$ cat config.mk
export PLATFORM = sky130hd
export DESIGN_NAME = sccb_config_scheduler
export DESIGN_NICKNAME = d
export VERILOG_FILES = /design/src/rtl/sccb_config_scheduler.sv
export SDC_FILE = /design/constraint.sdc
export NUM_CORES = 1
export LEC_CHECK = 0
export BUFFER_PORTS_ARGS = -buffer_cell sky130_fd_sc_hd__buf_2
export CORE_MARGIN = 4
export CORE_UTILIZATION = 36
export CTS_BUF_LIST = sky130_fd_sc_hd__clkbuf_16
export CTS_CLUSTER_SIZE = 28
export DETAILED_ROUTE_END_ITERATION = 7
export HOLD_SLACK_MARGIN = 0.03
export PLACE_DENSITY = 0.55
export SKIP_CTS_REPAIR_TIMING = 1
export SYNTH_ARGS = -nofsm -noshare
export SYNTH_HDL_FRONTEND = slang
export SYNTH_SLANG_ARGS = --single-unit
export TNS_END_PERCENT = 30
$ cat constraint.sdc
create_clock -name clk -period 3.09 [get_ports clk]
set_input_delay 0.1545 -clock clk [delete_from_list [all_inputs] [get_ports clk]]
set_output_delay 0.1545 -clock clk [all_outputs]
set_load 0.005 [all_outputs]
$ cat src/rtl/sccb_config_scheduler.sv
// Boot-time OV7670 register sequencer and round-robin arbiter that shares the
// single SCCB write engine between two runtime requesters once boot completes.
module sccb_config_scheduler #(
  parameter int unsigned POWERUP_CYCLES = 1_000_000,
  parameter int unsigned DELAY_CYCLES   = 1_000_000,
  parameter int unsigned ROM_AW         = 8
) (
  input  logic              clk,
  input  logic              reset,
  input  logic              start,
  output logic [ROM_AW-1:0] rom_addr,
  input  logic [15:0]       rom_data,
  output logic              sccb_start,
  output logic [7:0]        sccb_addr,
  output logic [7:0]        sccb_data,
  input  logic              sccb_ready,
  input  logic              sccb_done,
  input  logic              req0_valid,
  input  logic [7:0]        req0_addr,
  input  logic [7:0]        req0_data,
  output logic              req0_ack,
  input  logic              req1_valid,
  input  logic [7:0]        req1_addr,
  input  logic [7:0]        req1_data,
  output logic              req1_ack,
  output logic              config_done,
  output logic              busy
);

  localparam logic [15:0] END_MARK   = 16'hFFFF;
  localparam logic [15:0] DELAY_MARK = 16'hFFF0;
  localparam logic [31:0] PWRUP_LOAD = 32'(POWERUP_CYCLES - 1);
  localparam logic [31:0] DELAY_LOAD = 32'(DELAY_CYCLES - 1);

  typedef enum logic [3:0] {
    IDLE, PWRUP, FETCH, DECODE, ISSUE, WAIT_DONE, DELAY, READY, GRANT
  } state_t;

  state_t      state;
  state_t      state_nxt;
  logic [31:0] cnt;
  logic        booting;
  logic        owner;
  logic        prio;

  logic cnt_zero;
  logic rom_end;
  logic rom_delay;
  logic boot_kick;
  logic req0_eff;
  logic req1_eff;
  logic any_req;
  logic winner;

  assign cnt_zero  = (cnt == '0);
  // The last ROM address doubles as an end marker so a ROM missing 0xFFFF
  // still terminates instead of wrapping back to entry 0.
  assign rom_end   = (rom_data == END_MARK) || (&rom_addr);
  assign rom_delay = (rom_data == DELAY_MARK);
  assign boot_kick = start && ((state == IDLE) || (state == READY));

  // A requester still shows valid during its ack cycle; masking it there keeps
  // one request from being served twice.
  assign req0_eff = req0_valid && !req0_ack;
  assign req1_eff = req1_valid && !req1_ack;
  assign any_req  = req0_eff || req1_eff;
  assign winner   = (req0_eff && req1_eff) ? prio : req1_eff;

  // NOTE: sequential state uses non-blocking assignments so every flop samples
  // pre-edge values regardless of process evaluation order.
  always_ff @(posedge clk) begin
    if (reset) begin
      state <= IDLE;
    end else begin
      state <= state_nxt;
    end
  end

  // NOTE: state_nxt is defaulted before the case so no path leaves it
  // unassigned, which would otherwise infer a latch.
  always_comb begin
    state_nxt = state;
    case (state)
      IDLE:      if (start) state_nxt = PWRUP;
      PWRUP:     if (cnt_zero) state_nxt = FETCH;
      FETCH:     state_nxt = DECODE;
      DECODE: begin
        if (rom_end)        state_nxt = READY;
        else if (rom_delay) state_nxt = DELAY;
        else                state_nxt = ISSUE;
      end
      ISSUE:     if (sccb_ready) state_nxt = WAIT_DONE;
      WAIT_DONE: if (sccb_done) state_nxt = booting ? FETCH : READY;
      DELAY:     if (cnt_zero) state_nxt = FETCH;
      READY: begin
        if (start)        state_nxt = PWRUP;
        else if (any_req) state_nxt = GRANT;
      end
      GRANT:     state_nxt = ISSUE;
      default:   state_nxt = IDLE;
    endcase
  end

  always_comb begin
    sccb_start = (state == ISSUE) && sccb_ready;
    busy       = (state != IDLE) && (state != READY);
  end

  always_ff @(posedge clk) begin
    if (reset) begin
      cnt         <= '0;
      rom_addr    <= '0;
      sccb_addr   <= '0;
      sccb_data   <= '0;
      req0_ack    <= 1'b0;
      req1_ack    <= 1'b0;
      config_done <= 1'b0;
      booting     <= 1'b0;
      owner       <= 1'b0;
      prio        <= 1'b0;
    end else begin
      req0_ack <= 1'b0;
      req1_ack <= 1'b0;
      if (boot_kick) begin
        cnt         <= PWRUP_LOAD;
        rom_addr    <= '0;
        config_done <= 1'b0;
        booting     <= 1'b1;
      end else begin
        case (state)
          PWRUP: if (!cnt_zero) cnt <= cnt - 1'b1;
          DELAY: begin
            if (cnt_zero) rom_addr <= rom_addr + 1'b1;
            else          cnt      <= cnt - 1'b1;
          end
          DECODE: begin
            if (rom_end) begin
              config_done <= 1'b1;
              booting     <= 1'b0;
            end else if (rom_delay) begin
              cnt <= DELAY_LOAD;
            end else begin
              sccb_addr <= rom_data[15:8];
              sccb_data <= rom_data[7:0];
            end
          end
          WAIT_DONE: begin
            if (sccb_done) begin
              if (booting)    rom_addr <= rom_addr + 1'b1;
              else if (owner) req1_ack <= 1'b1;
              else            req0_ack <= 1'b1;
            end
          end
          READY: begin
            if (any_req) begin
              owner     <= winner;
              prio      <= ~winner;
              sccb_addr <= winner ? req1_addr : req0_addr;
              sccb_data <= winner ? req1_data : req0_data;
            end
          end
          default: ;
        endcase
      end
    end
  end

endmodule

After elaboration in Yosys (flattened, before gate mapping)
Index checks and enable logic that the tools add are counted.

word-level totals
  output and inout bits = 29
  bits in registers = 66

operators by class
  multiplexer cells = 35
  equality and inequality tests = 26
  reduce and logical (&&, ||, !) cells = 32
  bitwise operators = 4
  $add $sub $neg = 2

operators by type and width
  cell                     number
  $mux W32                 3
  $mux W8                  11
  $pmux W32 S2             1
  $pmux W8 S2              3
  $eq A16 B16 Y1 const B   2
  $logic_not A32 Y1        1
  $pmux W4 S8              1
  $sub A32 B1 Y32 const B  1
  $mux W4                  6
  $mux W20                 1
  $ne A2 B2 Y1 const B     10
  $eq A4 B3 Y1 const B     4
  $reduce_and A4 Y1        3
  $reduce_and A5 Y1        2
  $reduce_bool A2 Y1       5
  $ne A3 B3 Y1 const B     3
  $add A8 B1 Y8 const B    1
  $eq A4 B2 Y1 const B     2
  $reduce_and A8 Y1        1
  $logic_and A1 B1 Y1      6
  $mux W1                  6
  $reduce_or A5 Y1         1
  $eq A4 B1 Y1 const B     1
  $eq A4 B4 Y1 const B     1
  14 further kinds         23

Logic depth before layout (Yosys ltp)
  depth in word-level cells = 7
  depth in mapped cells = 8
  mapped depth without buffers = 6

Worst setup path after synthesis
OpenSTA, ideal clock, no wires.

  path kind = register to register
  from = register cnt[10]
  to = register state[1]
  clock period less this slack = 2.463 ns
  cell stages (with the launch flop) = 8
  arrival time = 2.341 ns
  slack = 0.627 ns
  required time = 2.968 ns
  cells stage by stage = dfxtp_1 or4_4 buf_6 or4_4 o31a_1 buf_6 buf_6 o32a_1

on the way
  word-level cells in the longest chain between the ends = 3

ends and longest elaborated chain
  item                                RTL line  text
  start, declared                     41        logic [31:0] cnt;
  start signal, assigned              131       PWRUP: if (!cnt_zero) cnt <= cnt - 1'b1;
  start signal, assigned              134       else cnt <= cnt - 1'b1;
  $logic_not A32 Y1                   55        assign cnt_zero = (cnt == '0);
  $ne A2 B1 Y1 (no source line)       n/a
  $reduce_and A5 Y1 (no source line)  n/a
  end signal, assigned                75        state <= state_nxt;
  end, declared                       39        state_t state;

Every way passes these cells.
A chain may end at the register's enable or synchronous reset.

Worst setup path after layout
  from = register cnt[23]
  to = register cnt[12]

on the way
  word-level cells in the longest chain between the ends = 3

ends and longest elaborated chain
  item                                RTL line
  $logic_not A32 Y1                   55
  $ne A2 B2 Y1 (no source line)       n/a
  $reduce_and A4 Y1 (no source line)  n/a

Every way passes these cells.

==> results.json <==
{
  "outcome": "finished, final reports clean",
  "avgSynthCellArea_um2": 8.02,
  "vias": 4054,
  "cp-start-kind": "flip-flop",
  "peakVddDrop_mv": 0.485,
  "worstHoldPathType": "in -> reg",
  "die_y_um": 112,
  "synth_cell_types": 60,
  "cts_max_level": 3,
  "grt_pass1_wl_um": 19000,
  "cp_common_cell": "or4_1",
  "drive_gt1_share_pct": 22.3,
  "clockBufferDepth": 2,
  "drv_cap": 0,
  "cellLeakagePower_nw": 1.74,
  "rows": 37,
  "setup_viol": 0,
  "clock_skew_ns": 0.00585,
  "r2r_end": "cnt[12]",
  "worstPathRequired_ns": 3.31,
  "netlist_area_um2": 3920,
  "fillers": 1054,
  "grt.overflow.total": 0,
  "finalCriticalPeriod_ns": 2.63,
  "cts_buffers": 9,
  "via_per_inst": 5.82,
  "core-area_um2": 10500,
  "numPortBuffers": 83,
  "synth_warnings": 0,
  "syn_inst": 489,
  "area_delta_synth_final_pct": 19.7,
  "relSlewSlack_pct": 20.5,
  "die_w_um": 112,
  "slew_violations": 0,
  "period_share_pct": 85.2,
  "dr.pass1.iters": 5,
  "syn-num-nets": 547,
  "rrSetupSlack_ns": 0.46,
  "first_iter_violations": 401,
  "slowest_delay_ns": 0.58,
  "whs_path_depth": 2,
  "max_clock_freq_mhz": 380,
  "cts_tree": "done",
  "postPlaceCellArea_um2": 4410,
  "grt_pass1_vias": 3704,
  "r2r-start": "cnt[23]",
  "hp-start": "start",
  "pre_cts_slack_ns": 0.496,
  "cpMaxStageDelayCell": "or4_1",
  "synth_flop_cell": "dfxtp_1",
  "dieArea_um2": 12600,
  "diodes": 0,
  "worst_pin_slew_ns": 1.19,
  "dp_hpwl_um": 8360,
  "final_util_pct": 44.9,
  "critPathMaxFanout": 18,
  "p_per_area_nw_per_um2": 805,
  "rsz0062_at_grt": "false",
  "io_pins": 84,
  "gr-usage-all-layers_pct": 18.1,
  "cts-root-buf": "clkbuf_16",
  "initial_core_util_pct": 37.5,
  "setup_ws_ns": 0.458,
  "worstHoldEndpoint": "state[3]",
  "stdcell_area_um2": 4700,
  "gp_routability_congestion": 0.869,
  "hold_ws_ns": 0.105,
  "drc": 0,
  "clk_latency_ns": 0.32,
  "async_flop_share_pct": 0,
  "synth-edff-count": 0,
  "critical_path_class": "reg -> reg",
  "wl_um": 11800,
  "final_nets": 614,
  "hold_viol_final": 0,
  "synth-seq-cells": 66,
  "critPathCaptureType": "flip-flop",
  "clock_sinks": 66,
  "wl_per_cell_um": 16.9,
  "clk_pin_slew_ns": 0.06,
  "antenna_found_initial": 0,
  "grt_max_degree": 38,
  "fin_tns_setup_ns": 0,
  "cp.arrival_ns": 2.85,
  "crit_chain": "or4_1, or4_1, o31ai_2, buf_4, nor4_1, o21ba_1",
  "ant_nets": 0,
  "r2r.worst_path.cells": 6,
  "yosysSeqAreaShare_pct": 33.7
}
## worst max-delay path by stage
stage	start	end	slack [ns]	cells past startpoint
3_5_place_dp	cnt[23]	cnt[12]	0.50	6
4_1_cts	cnt[23]	cnt[9]	0.47	6
2_1_floorplan	cnt[10]	state[1]	0.63	7
6_report	cnt[23]	cnt[12]	0.46	6
5_1_grt	cnt[23]	cnt[28]	0.23	5
3_3_place_gp	cnt[23]	cnt[12]	0.55	6
## per-layer routing
metal  wire length [um]  track usage [%]  vias up
li1                   -                -     2055
met1               5690             25.4     1889
met2               5390             28.5       98
met3                568             4.10       12
met4                141             4.25        0
met5                  0                0        -
## power by group
group,internal (mW),total [mW],switching [mW]
logic,0.608,1.63,1.02
clock network,0.616,0.995,0.379
registers,0.986,1.15,0.168
## kinds of logic (layout without fill, tap and decap cells)
family,Yosys count,in the layout,synth area share [%]
buf+inv,48,120,5.58
compound gates,167,167,28.5
flops,66,66,33.7
simple gates,197,197,29.3
mux,8,8,2.04
fa+ha+maj,3,3,0.957
## through the flow
stage	cells	power (mW)
final	697	3.78
after global routing	697	4.05
after CTS	697	3.79
after detailed placement	681	2.78
after global placement	681	2.74
after floorplan	489	2.41
## synthesized netlist by cell type (all sizes together) (3+ instances only)
master,count,area [um2]
clkbuf,32,120
nand3,43,215
o21a,5,37.5
nand3b,6,45.0
nor4,14,106
o22a,3,26.3
mux2i,8,80.1
o22ai,3,18.8
and3,5,31.3
o21ai,45,225
dfxtp,66,1320
buf,6,61.3
nor2,22,82.6
a211oi,8,70.1
a21oi,46,230
inv,10,37.5
a31oi,3,18.8
or3,10,62.6
nand2,20,75.1
o41ai,7,61.3
a2111o,3,33.8
nor3,18,90.1
o31ai,11,87.6
o2111ai,16,140
and4,5,43.8
and2,4,25.0
or4,19,150
nor2b,3,18.8
nand2b,3,18.8
nand4,10,62.6
ha,3,37.5
or2,5,31.3
nand4b,3,26.3
## registers in the layout, indices dropped and copies added, names as in the netlist
signal,count
booting,1
cnt,32
config_done,1
owner,1
prio,1
req0_ack,1
req1_ack,1
rom_addr,8
sccb_addr,8
sccb_data,8
state,4
## area by class of cell
cell class	instances	area, um2	share of cell area [%]
Timing Repair Buffer	94	498	10.6
Multi-Input combinational cell	375	2380	50.7
Clock buffer	9	225	4.80
Tap cell	136	170	3.62
Inverter	10	37.5	0.799
Sequential cell	66	1320	28.1
Clock inverter	7	61.3	1.31
## worst max-delay path, delay by kind of cell (launching register included)
kind	cells	cell delay (ns)
buffers and inverters	1	0.31
and+or+nand+nor	3	1.22
AOI/OAI and AO/OA	2	0.63
DFF	1	0.35
## cell usage in the layout (no fill, tap or decap), types with 3 or more instances in the layout
cell	count
clkbuf_16	9
and2_1	3
a211oi_1	6
o22ai_1	3
buf_4	11
a31oi_1	3
and4_1	5
nor4_2	3
a21oi_1	46
mux2i_1	8
o41ai_1	7
or2_2	5
o31ai_1	10
nor2_1	22
nand2_1	20
o21a_1	5
nand3_1	43
a2111o_1	3
buf_2	83
o21ai_0	38
or3_1	10
o2111ai_1	16
clkinv_2	3
nand4b_1	3
o22a_1	3
dfxtp_1	66
nand4_1	10
inv_1	11
nor2b_1	3
nor3_1	18
nor4_1	11
nand3b_1	6
and3_1	5
or4_1	17
nand2b_1	3
ha_1	3
o21ai_1	7
Note: power is estimated with default switching activity, not from simulation.
